[src/rtl/operand_adder_ctrl_if.sv]
// ---------------------------------------------------------------------------
// operand_adder_ctrl_if
// Operand-entry bus between the peripherals unit (master) and the byte-serial
// operand adder (slave).
//   inputdata_ready : master -> slave, level, all operand bytes entered
//   dataA / dataB   : master -> slave, NBYTES*8-bit operands
//   op_sub          : master -> slave, subtract select (only with ADDER_SUB_EN)
//   loaddata        : slave -> master, 1 = entry mode, 0 = result display
//   dataR           : slave -> master, registered result
//   busy/done       : slave -> master, controller status
//   carry_out/overflow/zero : slave -> master, result flags
// Optional feature macro: ADDER_SUB_EN
// ---------------------------------------------------------------------------
interface operand_adder_ctrl_if #(
    parameter int NBYTES = 4
) ();
    logic                  inputdata_ready;
    logic [NBYTES*8-1:0]   dataA;
    logic [NBYTES*8-1:0]   dataB;
`ifdef ADDER_SUB_EN
    logic                  op_sub;
`endif
    logic                  loaddata;
    logic [NBYTES*8-1:0]   dataR;
    logic                  busy;
    logic                  done;
    logic                  carry_out;
    logic                  overflow;
    logic                  zero;

    modport master (
`ifdef ADDER_SUB_EN
        output op_sub,
`endif
        output inputdata_ready, dataA, dataB,
        input  loaddata, dataR, busy, done, carry_out, overflow, zero
    );

    modport slave (
`ifdef ADDER_SUB_EN
        input  op_sub,
`endif
        input  inputdata_ready, dataA, dataB,
        output loaddata, dataR, busy, done, carry_out, overflow, zero
    );
endinterface

[src/rtl/operand_adder_ctrl.sv]
// ---------------------------------------------------------------------------
// operand_adder_ctrl
// Consumer side of the operand-entry interface. Holds loaddata high while the
// operands are keyed in, captures dataA/dataB once inputdata_ready is seen,
// adds them one byte lane per cycle through a single 8-bit slice with a
// carry chain, then drops loaddata so the displays show the result.
// DONE is terminal; only reset re-arms the controller.
// Ports:
//   clk   : system clock, rising edge
//   reset : asynchronous, active-high reset
//   bus   : operand_adder_ctrl_if.slave (handshake, operands, result, flags)
// Optional feature macro: ADDER_SUB_EN (adds op_sub, computes A - B)
// ---------------------------------------------------------------------------
module operand_adder_ctrl #(
    parameter int NBYTES = 4,
    parameter int BYTE_W = 8
) (
    input  logic                 clk,
    input  logic                 reset,
    operand_adder_ctrl_if.slave  bus
);
    localparam int W     = NBYTES * BYTE_W;
    localparam int IDX_W = (NBYTES > 1) ? $clog2(NBYTES) : 1;
    localparam logic [IDX_W-1:0] LAST_IDX = IDX_W'(NBYTES - 1);

    typedef enum logic [1:0] {
        ST_LOAD    = 2'd0,
        ST_CAPTURE = 2'd1,
        ST_ADD     = 2'd2,
        ST_DONE    = 2'd3
    } state_t;

    state_t           r_state;
    logic [W-1:0]     r_opa;
    logic [W-1:0]     r_opb;
    logic [W-1:0]     r_datar;
    logic [IDX_W-1:0] r_byte_i;
    logic             r_carry;
    logic             r_loaddata;
    logic             r_busy;
    logic             r_done;
    logic             r_carry_out;
    logic             r_overflow;
    logic             r_zero;

    logic [BYTE_W-1:0] w_a_byte;
    logic [BYTE_W-1:0] w_b_byte;
    logic [BYTE_W:0]   w_sum;
    logic [W-1:0]      w_new_r;
    logic [W-1:0]      w_cap_opb;
    logic              w_cap_carry;
    logic              w_ovf;

    // Byte-lane adder slice and the result as it will look after this edge.
    always_comb begin
        w_a_byte = r_opa[r_byte_i*BYTE_W +: BYTE_W];
        w_b_byte = r_opb[r_byte_i*BYTE_W +: BYTE_W];
        w_sum    = {1'b0, w_a_byte} + {1'b0, w_b_byte} + {{BYTE_W{1'b0}}, r_carry};
        w_new_r  = r_datar;
        w_new_r[r_byte_i*BYTE_W +: BYTE_W] = w_sum[BYTE_W-1:0];
        // Signed overflow: same operand signs, result sign differs. For
        // subtraction r_opb already holds ~B, so its MSB is the inverted one.
        w_ovf    = (r_opa[W-1] == r_opb[W-1]) && (w_sum[BYTE_W-1] != r_opa[W-1]);
    end

    // Operand B and initial carry as captured (A - B = A + ~B + 1).
    always_comb begin
`ifdef ADDER_SUB_EN
        w_cap_opb   = bus.op_sub ? ~bus.dataB : bus.dataB;
        w_cap_carry = bus.op_sub;
`else
        w_cap_opb   = bus.dataB;
        w_cap_carry = 1'b0;
`endif
    end

    // Controller FSM with registered outputs.
    always_ff @(posedge clk or posedge reset) begin
        if (reset) begin
            r_state     <= ST_LOAD;
            r_opa       <= {W{1'b0}};
            r_opb       <= {W{1'b0}};
            r_datar     <= {W{1'b0}};
            r_byte_i    <= {IDX_W{1'b0}};
            r_carry     <= 1'b0;
            r_loaddata  <= 1'b1;
            r_busy      <= 1'b0;
            r_done      <= 1'b0;
            r_carry_out <= 1'b0;
            r_overflow  <= 1'b0;
            r_zero      <= 1'b0;
        end else begin
            case (r_state)
                ST_LOAD: begin
                    // Operands are still being keyed in; never sampled here.
                    r_loaddata <= 1'b1;
                    r_done     <= 1'b0;
                    if (bus.inputdata_ready) begin
                        r_state <= ST_CAPTURE;
                        r_busy  <= 1'b1;
                    end else begin
                        r_busy  <= 1'b0;
                    end
                end
                ST_CAPTURE: begin
                    r_opa    <= bus.dataA;
                    r_opb    <= w_cap_opb;
                    r_byte_i <= {IDX_W{1'b0}};
                    r_carry  <= w_cap_carry;
                    r_datar  <= {W{1'b0}};
                    r_busy   <= 1'b1;
                    r_state  <= ST_ADD;
                end
                ST_ADD: begin
                    r_datar <= w_new_r;
                    r_carry <= w_sum[BYTE_W];
                    if (r_byte_i == LAST_IDX) begin
                        r_carry_out <= w_sum[BYTE_W];
                        r_overflow  <= w_ovf;
                        r_zero      <= (w_new_r == {W{1'b0}});
                        r_busy      <= 1'b0;
                        r_done      <= 1'b1;
                        r_loaddata  <= 1'b0;
                        r_state     <= ST_DONE;
                    end else begin
                        r_byte_i <= r_byte_i + IDX_W'(1);
                    end
                end
                ST_DONE: begin
                    // Terminal: result and flags frozen until reset.
                    r_loaddata <= 1'b0;
                    r_busy     <= 1'b0;
                    r_done     <= 1'b1;
                end
                default: begin
                    r_state    <= ST_LOAD;
                    r_loaddata <= 1'b1;
                    r_busy     <= 1'b0;
                    r_done     <= 1'b0;
                end
            endcase
        end
    end

    assign bus.loaddata  = r_loaddata;
    assign bus.dataR     = r_datar;
    assign bus.busy      = r_busy;
    assign bus.done      = r_done;
    assign bus.carry_out = r_carry_out;
    assign bus.overflow  = r_overflow;
    assign bus.zero      = r_zero;

endmodule

[src/flat_wrapper.sv]
// flat-port wrapper written by rule: the top's interface ports become plain ports
module operand_adder_ctrl_flat 
#(
    parameter int NBYTES = 4,
    parameter int BYTE_W = 8
)
  (clk, reset, bus_inputdata_ready, bus_dataA, bus_dataB, bus_loaddata, bus_dataR, bus_busy, bus_done, bus_carry_out, bus_overflow, bus_zero);
  operand_adder_ctrl_if #(.NBYTES(NBYTES)) bus_i ();
  input  logic clk;
  input  logic reset;
  input wire logic [$bits(bus_i.inputdata_ready)-1:0] bus_inputdata_ready;
  input wire logic [$bits(bus_i.dataA)-1:0] bus_dataA;
  input wire logic [$bits(bus_i.dataB)-1:0] bus_dataB;
  output wire logic [$bits(bus_i.loaddata)-1:0] bus_loaddata;
  output wire logic [$bits(bus_i.dataR)-1:0] bus_dataR;
  output wire logic [$bits(bus_i.busy)-1:0] bus_busy;
  output wire logic [$bits(bus_i.done)-1:0] bus_done;
  output wire logic [$bits(bus_i.carry_out)-1:0] bus_carry_out;
  output wire logic [$bits(bus_i.overflow)-1:0] bus_overflow;
  output wire logic [$bits(bus_i.zero)-1:0] bus_zero;
  assign bus_i.inputdata_ready = bus_inputdata_ready;
  assign bus_i.dataA = bus_dataA;
  assign bus_i.dataB = bus_dataB;
  assign bus_loaddata = bus_i.loaddata;
  assign bus_dataR = bus_i.dataR;
  assign bus_busy = bus_i.busy;
  assign bus_done = bus_i.done;
  assign bus_carry_out = bus_i.carry_out;
  assign bus_overflow = bus_i.overflow;
  assign bus_zero = bus_i.zero;
  operand_adder_ctrl #(.NBYTES(NBYTES), .BYTE_W(BYTE_W)) u_core (.clk(clk), .reset(reset), .bus(bus_i));
endmodule
[config.mk]
export PLATFORM = sky130hd
export DESIGN_NAME = operand_adder_ctrl_flat
export DESIGN_NICKNAME = d
export VERILOG_FILES = /design/src/rtl/operand_adder_ctrl_if.sv /design/src/rtl/operand_adder_ctrl.sv /design/src/flat_wrapper.sv
export SDC_FILE = /design/constraint.sdc
export NUM_CORES = 1
export LEC_CHECK = 0
export BUFFER_PORTS_ARGS = -buffer_cell sky130_fd_sc_hd__buf_2
export CORE_ASPECT_RATIO = 0.6
export CORE_UTILIZATION = 59
export CTS_CLUSTER_SIZE = 10
export DETAILED_ROUTE_END_ITERATION = 10
export PLACE_DENSITY = 0.85
export SLEW_MARGIN = 20
export SYNTH_ARGS = -nofsm -noshare
export SYNTH_HDL_FRONTEND = slang
export SYNTH_SLANG_ARGS = --single-unit
[constraint.sdc]
create_clock -name clk -period 6.6 [get_ports clk]
set_input_delay 0.99 -clock clk [delete_from_list [all_inputs] [get_ports clk]]
set_output_delay 0.99 -clock clk [all_outputs]
set_load 0.005 [all_outputs]
==> metrics <==
status complete, no violations; syn_nets 513; initial antenna violation count 0; # hold bufs at CTS 0; count of synthesis-stage warnings from yosys 0; Crit-path slowest cell sky130_fd_sc_hd__dfrtp_1; register-to-register path setup slack 2.85 ns; Clock Latency Late Sink 0.36 ns; Final setup viols 0; Setup Buffers After CTS 0; Setup TNS Final 0 ns; start-to-end type of the worst setup path reg -> reg; fraction of the cycle the final worst path needs 56.8%; Fin Clk Skew 0.00812 ns; EDFF count, synth 0; P per Cell Area 248 nW/µm²; min-delay worst type reg -> reg; Post-Synthesis Cells 426; top-level port count 105; buffer depth of the longest clock path 2; number of clock sinks seen by CTS 107; share of the synthesized area in the top cell type 50.4%; CP endpoint u_core.bus.zero; Req. time, crit path 6.84 ns; number of fillers in the final layout 608; Async S/R FF share, synth 100%; pin count of the biggest net entering global routing 61; max-cap check violation count 0; Ant. Diodes 0; largest incremental delay on the critical path 0.94 ns; width of the chip 124 µm; post-synthesis cell type with the largest combined area sky130_fd_sc_hd__dfrtp_1; post-synthesis to final-layout area growth 16.6%; Fmax achieved 267 MHz; clock tree from TritonCTS done; critical register-to-register path startpoint u_core.r_byte_i[1]; most common library cell in the layout ignoring fill and taps sky130_fd_sc_hd__dfrtp_1; cell count of the worst reg-to-reg path 9; H-tree depth 3; RSZ-0062 raised after global routing no; number of resized instances in the post-cts repair step 0; biggest fanout along the worst timing path 21; sequential-to-total area share from yosys stat 50.9%; per-instance average area after synthesis 12.3 µm²; post-synthesis sequential element count 107; number of global-route vias before repair 3,805; net total in the final layout 608; number of distinct standard cells referenced by the synthesized netlist 51; weighted congestion reported at the end of routability-driven placement 0.902; Critical Path Sink Type flop; final worst path period need 3.75 ns; HPWL after DPL 8870 µm; worst endpoint data arrival time 3.99 ns; cell breakdown of the critical path mux4_2 > fa_1 > fa_1 > nand3_1 > a21bo_2 > a21oi_1 > a211oi_1 > o41a_1 > o21ai_1; area of the core region 8590 µm²; Clock Tree Root sky130_fd_sc_hd__clkbuf_16; DRC violation total after the first TritonRoute iteration 367; post-route DRC violation count 0; Final Slew Violations 0; startpoint of the most critical setup path u_core.r_byte_i[1]; cells taking the most area after synthesis sky130_fd_sc_hd__dfrtp_1 (50%), sky130_fd_sc_hd__mux2_2 (14%), sky130_fd_sc_hd__mux4_2 (6.9%); DIE AREA 9310 µm²; most frequent cells in the layout sky130_fd_sc_hd__dfrtp_1 (106), sky130_fd_sc_hd__buf_2 (104), sky130_fd_sc_hd__mux2_2 (64); relative slew slack 38.9%; final number of hold-violating endpoints 0; cell row count 26; cell area after technology mapping 5260 µm²; vias after detailed routing 3,962; flip-flop cell with the highest count after synthesis sky130_fd_sc_hd__dfrtp_1; detailed-route wire length per cell 19.6 µm; leakage 0.00278 µW; reg-to-reg endpoint u_core.bus.zero; Slew @ Worst Pin 0.916 ns; count of nets left with antenna violations after detail routing 0; CTS buffer count 9; final global-route overflow total 0; CP most frequent cell sky130_fd_sc_hd__fa_1; height of the die 75.1 µm; startpoint kind of the worst setup timing path flop; overall global routing resource usage 29.3%; Worst-path clk slew 0.07 ns; Starting Density 61.2%; first-pass GRT wire length 19,900 µm; buffers added on ports 104; total detailed-routing wirelength 12,500 µm; Worst Hold Slack 0.487 ns; maximum vdd ir drop 0.000140 V; detail-routed via count per cell 6.21; share of cells above drive strength 1 40.1%; first-pass detailed-route iteration total 5
## stage by stage
step / instance area (µm²) / setup slack (ns) / cells / power [µW] / util [%]
final: 6130 / 2.85 / 638 / 1520 / 71.4
after global routing: 6130 / 2.65 / 638 / 1590 / 71.4
after CTS: 6130 / 2.92 / 638 / 1520 / 71.4
after detailed placement: 5850 / 2.93 / 622 / 1020 / 68.1
after global placement: 5850 / 3.09 / 622 / 1000 / 68.1
after floorplan: 5260 / 2.79 / 426 / 906 / -
## sequential cells by signal (all words and copies together) (netlist names)
| signal | count |
|---|---|
| u_core.bus.dataR | 32 |
| u_core.r_opa | 32 |
| u_core.r_opb | 32 |
| u_core.r_byte_i | 2 |
| u_core.r_state | 2 |
| u_core.bus.busy | 1 |
| u_core.bus.carry_out | 1 |
| u_core.bus.done | 1 |
| u_core.bus.loaddata | 1 |
| u_core.bus.overflow | 1 |
| u_core.bus.zero | 1 |
| u_core.r_carry | 1 |
## cell type report
class | instances | area, µm² | share of cell area, %
sequential | 107 | 2680 | 43.7
multi-input combinational | 269 | 2390 | 38.9
timing repair buffer | 107 | 543 | 8.86
clock buffer | 10 | 229 | 3.73
tap | 112 | 140 | 2.29
inverter | 27 | 104 | 1.69
clock inverter | 6 | 50.0 | 0.816
## metal layers
layer / track usage (%) / share of wire, %
met1: 41.0 / 46
met2: 44.8 / 44
met3: 8.86 / 9.1
met4: 8.47 / 1.5
met5: 0 / 0
## synthesized netlist by cell type, types with 2 or more instances
master,n
sky130_fd_sc_hd__nand4_1,3
sky130_fd_sc_hd__nor2_1,13
sky130_fd_sc_hd__mux2i_1,2
sky130_fd_sc_hd__a21o_2,2
sky130_fd_sc_hd__o22ai_1,13
sky130_fd_sc_hd__buf_1,4
sky130_fd_sc_hd__a2bb2oi_1,6
sky130_fd_sc_hd__nand2_1,30
sky130_fd_sc_hd__and2_1,2
sky130_fd_sc_hd__inv_1,27
sky130_fd_sc_hd__nand3_1,4
sky130_fd_sc_hd__mux4_2,16
sky130_fd_sc_hd__dfrtp_1,106
sky130_fd_sc_hd__ha_1,18
sky130_fd_sc_hd__a21oi_1,10
sky130_fd_sc_hd__o21ai_0,23
sky130_fd_sc_hd__or4_1,2
sky130_fd_sc_hd__xor2_1,4
sky130_fd_sc_hd__mux2_2,64
sky130_fd_sc_hd__xnor2_1,2
sky130_fd_sc_hd__o21ai_1,3
sky130_fd_sc_hd__a32o_1,2
sky130_fd_sc_hd__nor3_1,6
sky130_fd_sc_hd__a22o_1,14
sky130_fd_sc_hd__fa_1,2
sky130_fd_sc_hd__buf_2,2
sky130_fd_sc_hd__nor2b_1,2
sky130_fd_sc_hd__clkbuf_1,16
sky130_fd_sc_hd__nor4_1,6
## power by group
part           switching, µW  internal (µW)  leakage (µW)
clock                    250            261      0.000135
sequential              51.5            718       0.00124
combinational            121            120       0.00141
total                    422           1100       0.00278
## critical path: cells and delay by family, from the launching register on
family          cells  cell delay, ns
compound gates      5            1.21
fa+ha+maj           2            0.88
flops               1            0.94
mux                 1            0.43
simple gates        1            0.15
## kinds of logic after synthesis
| kind of cell | count (synthesis) | synth area share, % |
|---|---|---|
| adders and majority gates | 20 | 5.04 |
| AOI/OAI and AO/OA | 88 | 11.8 |
| buffers and inverters | 50 | 3.76 |
| DFF | 107 | 50.9 |
| muxes | 82 | 20.9 |
| xor gates and xnor gates | 6 | 0.999 |
| and+or+nand+nor | 73 | 6.59 |
## how the worst min path moves through the flow
stage	startpoint	endpoint	slack (ns)	cells past startpoint
CTS	u_core.bus.busy	u_core.bus.busy	0.49	2
global placement	u_core.bus.busy	u_core.bus.busy	0.48	2
global route	u_core.r_opb[21]	u_core.r_opb[21]	0.52	1
detailed placement	u_core.bus.busy	u_core.bus.busy	0.48	2
finish	u_core.bus.busy	u_core.bus.busy	0.49	2
floorplan	u_core.bus.busy	u_core.bus.busy	0.47	2
No activity file was read; power rests on OpenSTA's default activity.
